File: src/rtl/fir_output_stage.sv
// fir_output_stage: round/scale/saturate DA sums into 16-bit samples behind a valid/ready FIFO.
// Define FIR_OUT_ROUND_EN to round half up before the shift; otherwise the result is truncated.
module fir_output_stage #(
  parameter int SHIFT = 15,
  parameter int DEPTH = 4,
  parameter int CNT_W = 8
) (
  input  logic             clk3,
  input  logic             areset_n,
  input  logic [31:0]      sum_in,
  input  logic             sum_valid,
  output logic [15:0]      out_data,
  output logic             out_valid,
  input  logic             out_ready,
  output logic             sat_flag,
  output logic [CNT_W-1:0] drop_count,
  input  logic             clr_status
);
  localparam int AW = $clog2(DEPTH);
  localparam logic [AW:0] FULL = (AW+1)'(DEPTH);
`ifdef FIR_OUT_ROUND_EN
  localparam logic signed [33:0] RND = 34'sd1 <<< (SHIFT-1);
`else
  localparam logic signed [33:0] RND = '0;
`endif
  logic signed [33:0] s1_data, s2_shift;
  logic               s1_valid, s2_valid, s2_sat;
  logic [15:0]        s2_data;
  logic [15:0]        mem [DEPTH];
  logic [AW-1:0]      wr_ptr, rd_ptr;
  logic [AW:0]        occ;
  logic               rd, wr, drop, sat_hi, sat_lo;
  assign s2_shift  = s1_data >>> SHIFT;
  assign sat_hi    = s2_shift > 34'sd32767;
  assign sat_lo    = s2_shift < -34'sd32768;
  assign out_valid = occ != '0;
  assign out_data  = out_valid ? mem[rd_ptr] : '0;
  assign rd        = out_valid & out_ready;
  // a full FIFO still accepts a write when the head is popped on the same edge
  assign wr        = s2_valid & ((occ != FULL) | rd);
  assign drop      = s2_valid & ~wr;
  always_ff @(posedge clk3 or negedge areset_n)
    if (!areset_n) begin
      s1_valid   <= 1'b0;
      s1_data    <= '0;
      s2_valid   <= 1'b0;
      s2_data    <= '0;
      s2_sat     <= 1'b0;
      wr_ptr     <= '0;
      rd_ptr     <= '0;
      occ        <= '0;
      sat_flag   <= 1'b0;
      drop_count <= '0;
    end else begin
      s1_valid <= sum_valid;
      if (sum_valid) s1_data <= $signed({{2{sum_in[31]}}, sum_in}) + RND;
      s2_valid <= s1_valid;
      if (s1_valid) begin
        s2_data <= sat_hi ? 16'h7fff : sat_lo ? 16'h8000 : s2_shift[15:0];
        s2_sat  <= sat_hi | sat_lo;
      end
      if (wr) wr_ptr <= wr_ptr + 1'b1;
      if (rd) rd_ptr <= rd_ptr + 1'b1;
      occ      <= occ + {{AW{1'b0}}, wr} - {{AW{1'b0}}, rd};
      sat_flag <= (s2_valid & s2_sat) | (sat_flag & ~clr_status);
      drop_count <= drop ? (clr_status ? CNT_W'(1) : (&drop_count) ? drop_count : drop_count + CNT_W'(1))
                         : clr_status ? '0 : drop_count;
    end
  always_ff @(posedge clk3)
    if (wr) mem[wr_ptr] <= s2_data;
endmodule

File: config.mk
export PLATFORM = sky130hd
export DESIGN_NAME = fir_output_stage
export DESIGN_NICKNAME = d
export VERILOG_FILES = /design/src/rtl/fir_output_stage.sv
export SDC_FILE = /design/constraint.sdc
export NUM_CORES = 1
export LEC_CHECK = 0
export BUFFER_PORTS_ARGS = -buffer_cell sky130_fd_sc_hd__buf_4
export CAP_MARGIN = 20
export CORE_UTILIZATION = 57
export DETAILED_ROUTE_END_ITERATION = 16
export GPL_TIMING_DRIVEN = 0
export PLACE_DENSITY = 0.83
export SYNTH_ARGS = -nofsm -noshare
export SYNTH_HDL_FRONTEND = slang
export SYNTH_SLANG_ARGS = --single-unit
export TNS_END_PERCENT = 20
File: constraint.sdc
create_clock -name clk3 -period 3 [get_ports clk3]
set_input_delay 0.3 -clock clk3 [delete_from_list [all_inputs] [get_ports clk3]]
set_output_delay 0.3 -clock clk3 [all_outputs]
set_load 0.005 [all_outputs]
After elaboration in Yosys (flattened, before gate mapping). Memories as Yosys holds them, arrays and structs flattened. Cells that the tools add are included.

Reductions and logical operators: 4. Multiplexer cells: 9. Order comparisons: 2. Equality and inequality tests: 2. Bitwise logic cells: 10. Add/subtract/negate cells: 5.

Operators by type and width (number): 2-to-1 mux 16 bit (3); 2-to-1 mux 8 bit (4); greater-than comparator 17 x 16 -> 1 bit (second input constant) (1); less-than comparator 17 x 16 -> 1 bit (second input constant) (1); adder 8 x 1 -> 8 bit (second input constant) (1); AND reduction 8 bit (1); AND 1 bit (5); adder 2 x 1 -> 2 bit (second input constant) (2); adder 3 x 1 -> 3 bit (1); inequality test 3 bit (second input constant) (1); OR 1 bit (3); nonzero test 3 bit (1); subtractor 3 x 1 -> 3 bit (1); 2-to-1 mux 1 bit (2); inequality test 2 bit (second input constant) (1); NOT 1 bit (2); AND reduction 2 bit (1); nonzero test 2 bit (1).

Memories: 1. Bits in writable memories: 64. Bits in registers: 67. Input port bits: 37.

Memory list: mem (depth 4, bits a word 16, rd ports 1, clocked after Yosys merged registers in 0, write ports 1, RTL line 29) `logic [15:0] mem [DEPTH];`.

Logic depth before layout (Yosys ltp). Gate-level depths: netlist of the first run.

Word-level depth: 8. Mapped depth: 11. Gate-level depth less buffers: 10.

Worst setup path after synthesis of the first run. OpenSTA, ideal clock, no wires.

Path kind: reg2reg. Start: register occ[1]. End: register occ[2]. Path buffers: 1. Stages on the path, launching flop included: 11. Slack: 0.639 ns. Clock period less this slack: 2.361 ns. Library setup time: 0.123 ns. Arrival time: 2.239 ns. Path through: dfrtp_1 or3_1 clkbuf_1 and2_1 ha_1 inv_1 ha_1 inv_1 fa_1 xnor2_1 xnor2_1.

Cells in the longest elaborated chain, start to end: 6.

Ends and longest elaborated chain: from (decl) (RTL line 31) `logic [AW:0] occ;`; from (signal assigned) (RTL line 64) `occ <= occ + {{AW{1'b0}}, wr} - {{AW{1'b0}}, rd};`; nonzero test 3 bit (*) (RTL line 36) `assign out_valid = occ != '0;`; AND 1 bit (*) (RTL line 38) `assign rd = out_valid & out_ready;`; named net rd (RTL line 32) `logic rd, wr, drop, sat_hi, sat_lo;`; OR 1 bit (RTL line 40) `assign wr = s2_valid & ((occ != FULL) | rd);`; AND 1 bit (RTL line 40); adder 3 x 1 -> 3 bit (RTL line 64); subtractor 3 x 1 -> 3 bit (*) (RTL line 64).

Mark *: on every way through the listed nets, which the timed path passes. The rest lies on a longest branch. A chain may end at the register's enable or synchronous reset.

Worst setup path after layout of the first run. Ends and elaborated chain as after synthesis.

==> metrics.md, run 1 <==
| Metric | Value |
|---|---|
| Status | finished clean |
| Proportion of synthesized area in mux cells | 15.4% |
| Number of synthesized register bits | 116 |
| Initial antenna violation count | 0 |
| Final Util | 71.4% |
| Tmin final | 2.59 ns |
| Main combinational cell family by area after synthesis | multiplexers |
| Adder-Cell Fraction of Synth Area | 5.37% |
| GRT overflow | 0 |
| # port buffers | 46 |
| Hold Startpoint | sum_in[20] |
| Post-detailed-route via-to-cell ratio | 5.52 |
| Hold Crit Class | in -> reg |
| Reg-to-reg slack, setup | 0.41 ns |
| First-pass GRT wire length | 13800 um |
| Most frequent cells in the layout | edfxtp_1 (64), dfrtp_1 (52), buf_4 (48) |
| Critical path arrival | 2.97 ns |
| Mapped cell area | 0.00480 sq mm |
| Slew Limit Fails | 0 |
| CTS Sinks | 116 |
| EDFF count, synth | 64 |
| Placed cell count | 438 |
| Min-Delay Path Depth | 2 |
| Iteration-0 DRC Markers | 143 |
| Asr flop ratio synth | 44.8% |
| Final WS setup | 0.409 ns |
| Tot Pwr | 5.32 mW |
| Diode count | 0 |
| Worst Reg-to-Reg Cells | 10 |
| CTS clk-pin slew, worst paths | 0.05 ns |
| Layout Cells excl Fill | 473 |
| # IOs | 63 |
| Total Wirelength | 8600 um |
| Startpoint type of the worst setup path | flip-flop |
| Vias post-DR | 2613 |
| Crit-path max FO | 9 |
| Clock skew | 0.00678 ns |
| Synth cell types | 38 |
| Setup WS pre-CTS | 0.390 ns |
| RSZ-0062 raised after global routing | no |
| Site Rows | 33 |
| Die height | 93.8 um |
| RR Endpoint | occ[2] |
| Worst-Skew Late Latency | 0.50 ns |
| Crit Path Class | reg -> reg |
| CTS Buf Count | 17 |
| Sequential share of the synthesized area | 67.2% |
| Synth Area in Compound Gates | 2.50% |
| Starting Density | 58.7% |
| Root Buffer | clkbuf_8 |
| Layout cells sized above 1 | 34.2% |
| Avg Cell Area, Syn | 16.7 sq um |
| Post-Syn Nets | 332 |
| Bufs on Longest Clock Path | 2 |
| Largest net degree at the start of global routing | 53 |
| Least-Margin Pin Slew | 0.900 ns |
| Final period util | 86.4% |
| Worst Setup End Kind | flip-flop |
| Slew headroom | 40.0% |
| ANT nets after route | 0 |
| FF/Latch Area | 0.00322 sq mm |
| Die W | 93.8 um |
| Synth warn | 0 |
| Total negative slack | 0 ns |
| Post-synthesis xor/xnor area fraction | 1.09% |
| PwrDens | 912 mW/mm^2 |
| Critical path required time | 3.38 ns |
| CTS tree | yes |
| Die area | 0.00879 sq mm |
| Layout Nets | 400 |
| Total of max-cap violations | 0 |
| Core area | 0.00818 sq mm |
| Commonest non-fill, non-tap cell in the layout | edfxtp_1 |
| Total global-route track usage | 21.9% |
| WL/cell | 18.2 um |
| CTS HTree Levels | 4 |
| VDD IR-drop max | 0.437 mV |
| R2r startpoint | occ[1] |
| FILL cells | 517 |
| Post-route DRC | 0 |
| Area grow syn2layout | 21.6% |
| Simple-gate share of the synthesized area | 6.26% |
| Routability congestion estimate | 0.776 |
| Number of global-route vias before repair | 2666 |
| Fmax | 386 MHz |
| DR pass1 iterations | 4 |
| Static Leak | 2.26 nW |
| Final Hold Fails | 0 |
| Synthesized instance count | 287 |
| Area occupied by multi-input gates | 0.00147 sq mm |
| Main flop type after synthesis | edfxtp_1 |
| Final setup vio count | 0 |
| DP HPWL | 5240 um |
| Hold Path End | s1_data[20] |
## state kept, by name (all words and copies together), names as in the netlist
| register | flops |
|---|---|
| s1_valid | 1 |
| s1_data | 17 |
| rd_ptr | 2 |
| sat_flag | 1 |
| s2_sat | 1 |
| mem | 64 |
| occ | 3 |
| s2_data | 16 |
| wr_ptr | 2 |
| s2_valid | 1 |
| drop_count | 8 |
## synthesized netlist by cell type (2+ instances only)
cell | instances | share of area (%)
buf_4 | 2 | 0.31
dfrtp_1 | 52 | 27
edfxtp_1 | 64 | 40
and2_1 | 22 | 2.9
inv_1 | 9 | 0.70
maj3_1 | 15 | 3.1
mux2_2 | 32 | 7.5
nand2_1 | 8 | 0.63
and3_1 | 2 | 0.26
nand4_1 | 2 | 0.26
a21oi_1 | 5 | 0.52
buf_1 | 2 | 0.16
mux4_2 | 16 | 7.5
nand3_1 | 3 | 0.31
or3_1 | 3 | 0.39
mux2i_1 | 2 | 0.42
o21ai_0 | 5 | 0.52
nor2_1 | 3 | 0.23
ha_1 | 7 | 1.8
buf_2 | 3 | 0.31
clkbuf_1 | 9 | 0.70
xnor2_1 | 5 | 0.91
## through the flow
stage          cell area (sq um)  hold slack, ns
2_1_floorplan               4800         0.00441
3_3_place_gp                5280           0.372
3_5_place_dp                5280           0.367
4_1_cts                     5840          0.0119
5_1_grt                     5840          0.0121
6_report                    5840          0.0290
## power breakdown
part	switching (mW)	internal (mW)
clock network	0.630	1.14
logic	0.575	0.740
registers	0.174	2.06
total	1.38	3.94
## worst max-delay path, cell delays in order (launching register included)
cell and delay, ns:
dfrtp_1 0.45, or3_1 0.37, clkbuf_1 0.19, and2_1 0.26
ha_1 0.31, inv_1 0.06, ha_1 0.13, inv_1 0.04
fa_1 0.38, xnor2_1 0.15, xnor2_1 0.13
## cells by family after synthesis
logic type	after synthesis
muxes	50
DFF	116
and+or+nand+nor	49
buffers and inverters	25
xor gates and xnor gates	6
adders and majority gates	23
AOI/OAI and AO/OA	18
## repair_timing
action,4_1_cts,5_1_grt
hold buffers,3,0
setup buffers,0,0
endpoints found under the hold margin,54,0
resized for setup,0,0
## cell type report
class                   count  share of cell area [%]
flip-flops and latches    116                    55.2
multi-input cells         146                    25.2
clock buffers              24                    8.06
repair buffers             49                    6.43
well taps                 105                    2.25
plain buffers              16                    1.22
clock inverters             8                    1.03
inverters                   9                   0.579
## worst max-delay path by stage
stage,from,to,slack [ns],cells past startpoint
after global placement,occ[1],occ[2],0.48,10
after global routing,occ[1],occ[2],0.24,11
after floorplan,occ[1],occ[2],0.64,10
after CTS,occ[1],occ[2],0.38,10
final,occ[1],occ[2],0.41,10
after detailed placement,occ[1],occ[2],0.39,10
## routing by layer
layer / GRT usage, % / part of all wire (%)
met1: 28.5 / 43
met2: 34.7 / 49
met3: 5.83 / 5.7
met4: 9.62 / 1.8
met5: 0 / 0
Note: power is estimated with default switching activity, not from simulation.
==> run 2, diff against run 1 <==
--- a/config.mk
+++ b/config.mk
@@ -7,10 +7,10 @@
 export LEC_CHECK = 0
 export BUFFER_PORTS_ARGS = -buffer_cell sky130_fd_sc_hd__buf_4
 export CAP_MARGIN = 20
-export CORE_UTILIZATION = 57
+export CORE_UTILIZATION = 45
 export DETAILED_ROUTE_END_ITERATION = 16
 export GPL_TIMING_DRIVEN = 0
-export PLACE_DENSITY = 0.83
+export PLACE_DENSITY = 0.69
 export SYNTH_ARGS = -nofsm -noshare
 export SYNTH_HDL_FRONTEND = slang
 export SYNTH_SLANG_ARGS = --single-unit
==> metrics.md, run 2 (same netlist as run 1, synthesis figures left out) <==
| Metric | Value |
|---|---|
| Routability congestion estimate | 0.726 (-6.3%) |
| Root Buffer | clkbuf_8 |
| Post-detailed-route via-to-cell ratio | 5.09 (-7.9%) |
| CTS HTree Levels | 4 (unchanged) |
| Static Leak | 2.30 nW (+1.7%) |
| Layout Cells excl Fill | 503 (+6.3%) |
| Total global-route track usage | 16.4% (-5.5 points) |
| Final instance area | 0.00598 sq mm (+2.4%) |
| # Post-CTS Setup Buffers | 0 (unchanged) |
| Least-Margin Pin Slew | 0.883 ns (-0.0177 ns) |
| Commonest non-fill, non-tap cell in the layout | edfxtp_1 |
| Vias post-DR | 2558 (-2.1%) |
| Sw frac | 25.4% (-0.50 points) |
| Number of flip-flops in the largest register | 64 (unchanged) |
| CTS Buf Count | 17 (unchanged) |
| Iteration-0 DRC Markers | 106 (-26%) |
| Slew Limit Fails | 0 (unchanged) |
| Worst Setup End Kind | flip-flop |
| ANT nets after route | 0 (unchanged) |
| Largest regs | mem: 64 flops, s1_data: 17 flops, s2_data: 16 flops |
| RSZ-0062 raised after global routing | no |
| Clk network pwr share | 37.9% (+4.6 points) |
| Worst-Skew Late Latency | 0.50 ns (about the same) |
| PwrDens | 950 mW/mm^2 (+4.2%) |
| Final setup vio count | 0 (unchanged) |
| Bufs on Longest Clock Path | 2 (unchanged) |
| Final Util | 57.9% (-13 points) |
| Initial antenna violation count | 0 (unchanged) |
| Sequential power share | 39.2% (-2.8 points) |
| Layout Nets | 399 (-0.25%) |
| Core area | 0.0103 sq mm (+26%) |
| Layout cells sized above 1 | 36.2% (+2.0 points) |
| CTS tree | yes |
| Hold Crit Class | in -> reg |
| Placed cell count | 469 (+7.1%) |
| Total Wirelength | 8040 um (-6.5%) |
| Starting Density | 46.5% (-12 points) |
| CTS Sinks | 116 (unchanged) |
| Final period util | 84.8% (-1.6 points) |
| DR pass1 iterations | 4 (unchanged) |
| Tot Pwr | 5.68 mW (+6.7%) |
| Final Hold Fails | 0 (unchanged) |
| P_sw | 1.44 mW (+4.6%) |
| Total of max-cap violations | 0 (unchanged) |
| CTS clk-pin slew, worst paths | 0.06 ns (about the same) |
| Internal Pwr Total | 4.24 mW (+7.4%) |
| VDD IR-drop max | 0.477 mV (+9.1%) |
| DP HPWL | 5120 um (-2.2%) |
| FILL cells | 792 (+53%) |
| GRT overflow | 0 (unchanged) |
| Top reg by flops | mem |
| Fmax | 393 MHz (+1.9%) |
| Diode count | 0 (unchanged) |
| Tmin final | 2.54 ns (-0.0483 ns) |
| Post-Place Cell Area | 0.00532 sq mm (+0.74%) |
| Critical path arrival | 2.97 ns (about the same) |
| Clock skew | 0.0103 ns (+0.00347 ns) |
| Slew headroom | 41.2% (+1.2 points) |
| Post-route DRC | 0 (unchanged) |
| # port buffers | 46 (unchanged) |
| Status | finished clean |
| Die area | 0.0111 sq mm (+26%) |
| Number of global-route vias before repair | 2654 (-0.45%) |
| Comb power frac | 22.9% (-1.8 points) |
| Die W | 105 um (+12%) |
| Crit-path max FO | 9 (unchanged) |
| Site Rows | 37 (+12%) |
| Crit Path Class | reg -> reg |
| First-pass GRT wire length | 13400 um (-2.9%) |
| Most frequent cells in the layout | edfxtp_1 (64), dfrtp_1 (52), buf_4 (48) |
| Die height | 105 um (+12%) |
| Total negative slack | 0 ns (unchanged) |
| Area grow syn2layout | 24.6% |
| Critical path required time | 3.42 ns (+0.04 ns) |
| WL/cell | 16.0 um (-12%) |
| # IOs | 63 (unchanged) |
| Startpoint type of the worst setup path | flip-flop |
| Largest net degree at the start of global routing | 53 (unchanged) |
[run 2: cell types whose count changed in the layout (fill, tap and decap cells not counted)]
cell / delta
clkinv_2: -3
dlygate4sd3_1: -1
clkinvlp_4: +2
clkinv_1: -4
clkbuf_1: -3
clkbuf_8: -3
bufinv_16: +4
inv_6: +2
clkinv_4: +5
[run 2: worst max-delay path, cell delays in order, from the launching register on]
cell,delay (ns)
dfrtp_1,0.45
or3_1,0.36
clkbuf_1,0.18
and2_1,0.25
ha_1,0.31
inv_1,0.06
ha_1,0.13
inv_1,0.05
fa_1,0.37
xnor2_1,0.18
xnor2_1,0.13
[run 2: cell type report]
type | count | area (sq um) | area share (%)
flip-flops and latches | 116 | 3220 | 53.9
clock inverters | 14 | 226 | 3.79
repair buffers | 48 | 365 | 6.11
plain buffers | 16 | 71.3 | 1.19
well taps | 136 | 170 | 2.85
clock buffers | 18 | 418 | 6.99
multi-input cells | 146 | 1470 | 24.6
inverters | 9 | 33.8 | 0.565
[run 2: final timing paths]
| kind | startpoint | endpoint | slack, ns | cells after the start |
|---|---|---|---|---|
| worst min register to register | s1_valid | s2_valid | 0.37 | 0 |
| worst max register to register | occ[1] | occ[2] | 0.46 | 10 |
| worst max-delay path | occ[1] | occ[2] | 0.46 | 10 |
| max in group asynchronous | areset_n | s2_data[8] | 2.20 | 2 |
| worst min-delay path | sum_in[17] | s1_data[17] | 0.02 | 2 |
| min in group asynchronous | areset_n | drop_count[0] | 0.36 | 2 |
[run 2: layer usage]
layer | global-route usage (%) | up-vias | part of all wire, %
met5 | 0 | - | 0
met2 | 26.5 | 52 | 49
met3 | 5.32 | 4 | 3.0
li1 | - | 1210 | -
met1 | 20.7 | 1292 | 47
met4 | 6.04 | 0 | 0.91
[run 2: repair_timing]
| item | 4_1_cts | 5_1_grt |
|---|---|---|
| gates resized for setup | 0 | 0 |
| endpoints found under the hold margin | 53 | 0 |
| hold buffers | 2 | 0 |
[run 2: power groups by stage]
| stage | sequential, mW | clock [mW] | combinational, mW |
|---|---|---|---|
| floorplan | 2.19 | 0 | 0.854 |
| global placement | 2.22 | 0 | 1.31 |
| detailed placement | 2.25 | 0 | 1.33 |
| CTS | 2.23 | 2.18 | 1.35 |
| global route | 2.26 | 2.26 | 1.45 |
| finish | 2.23 | 2.15 | 1.30 |
[run 2: per-stage QoR]
stage	worst slack (ns)	hold slack [ns]
after floorplan	0.639	0.00441
after global placement	0.460	0.364
after detailed placement	0.431	0.366
after CTS	0.384	0.00299
after global routing	0.259	0.0000671
final	0.457	0.0238
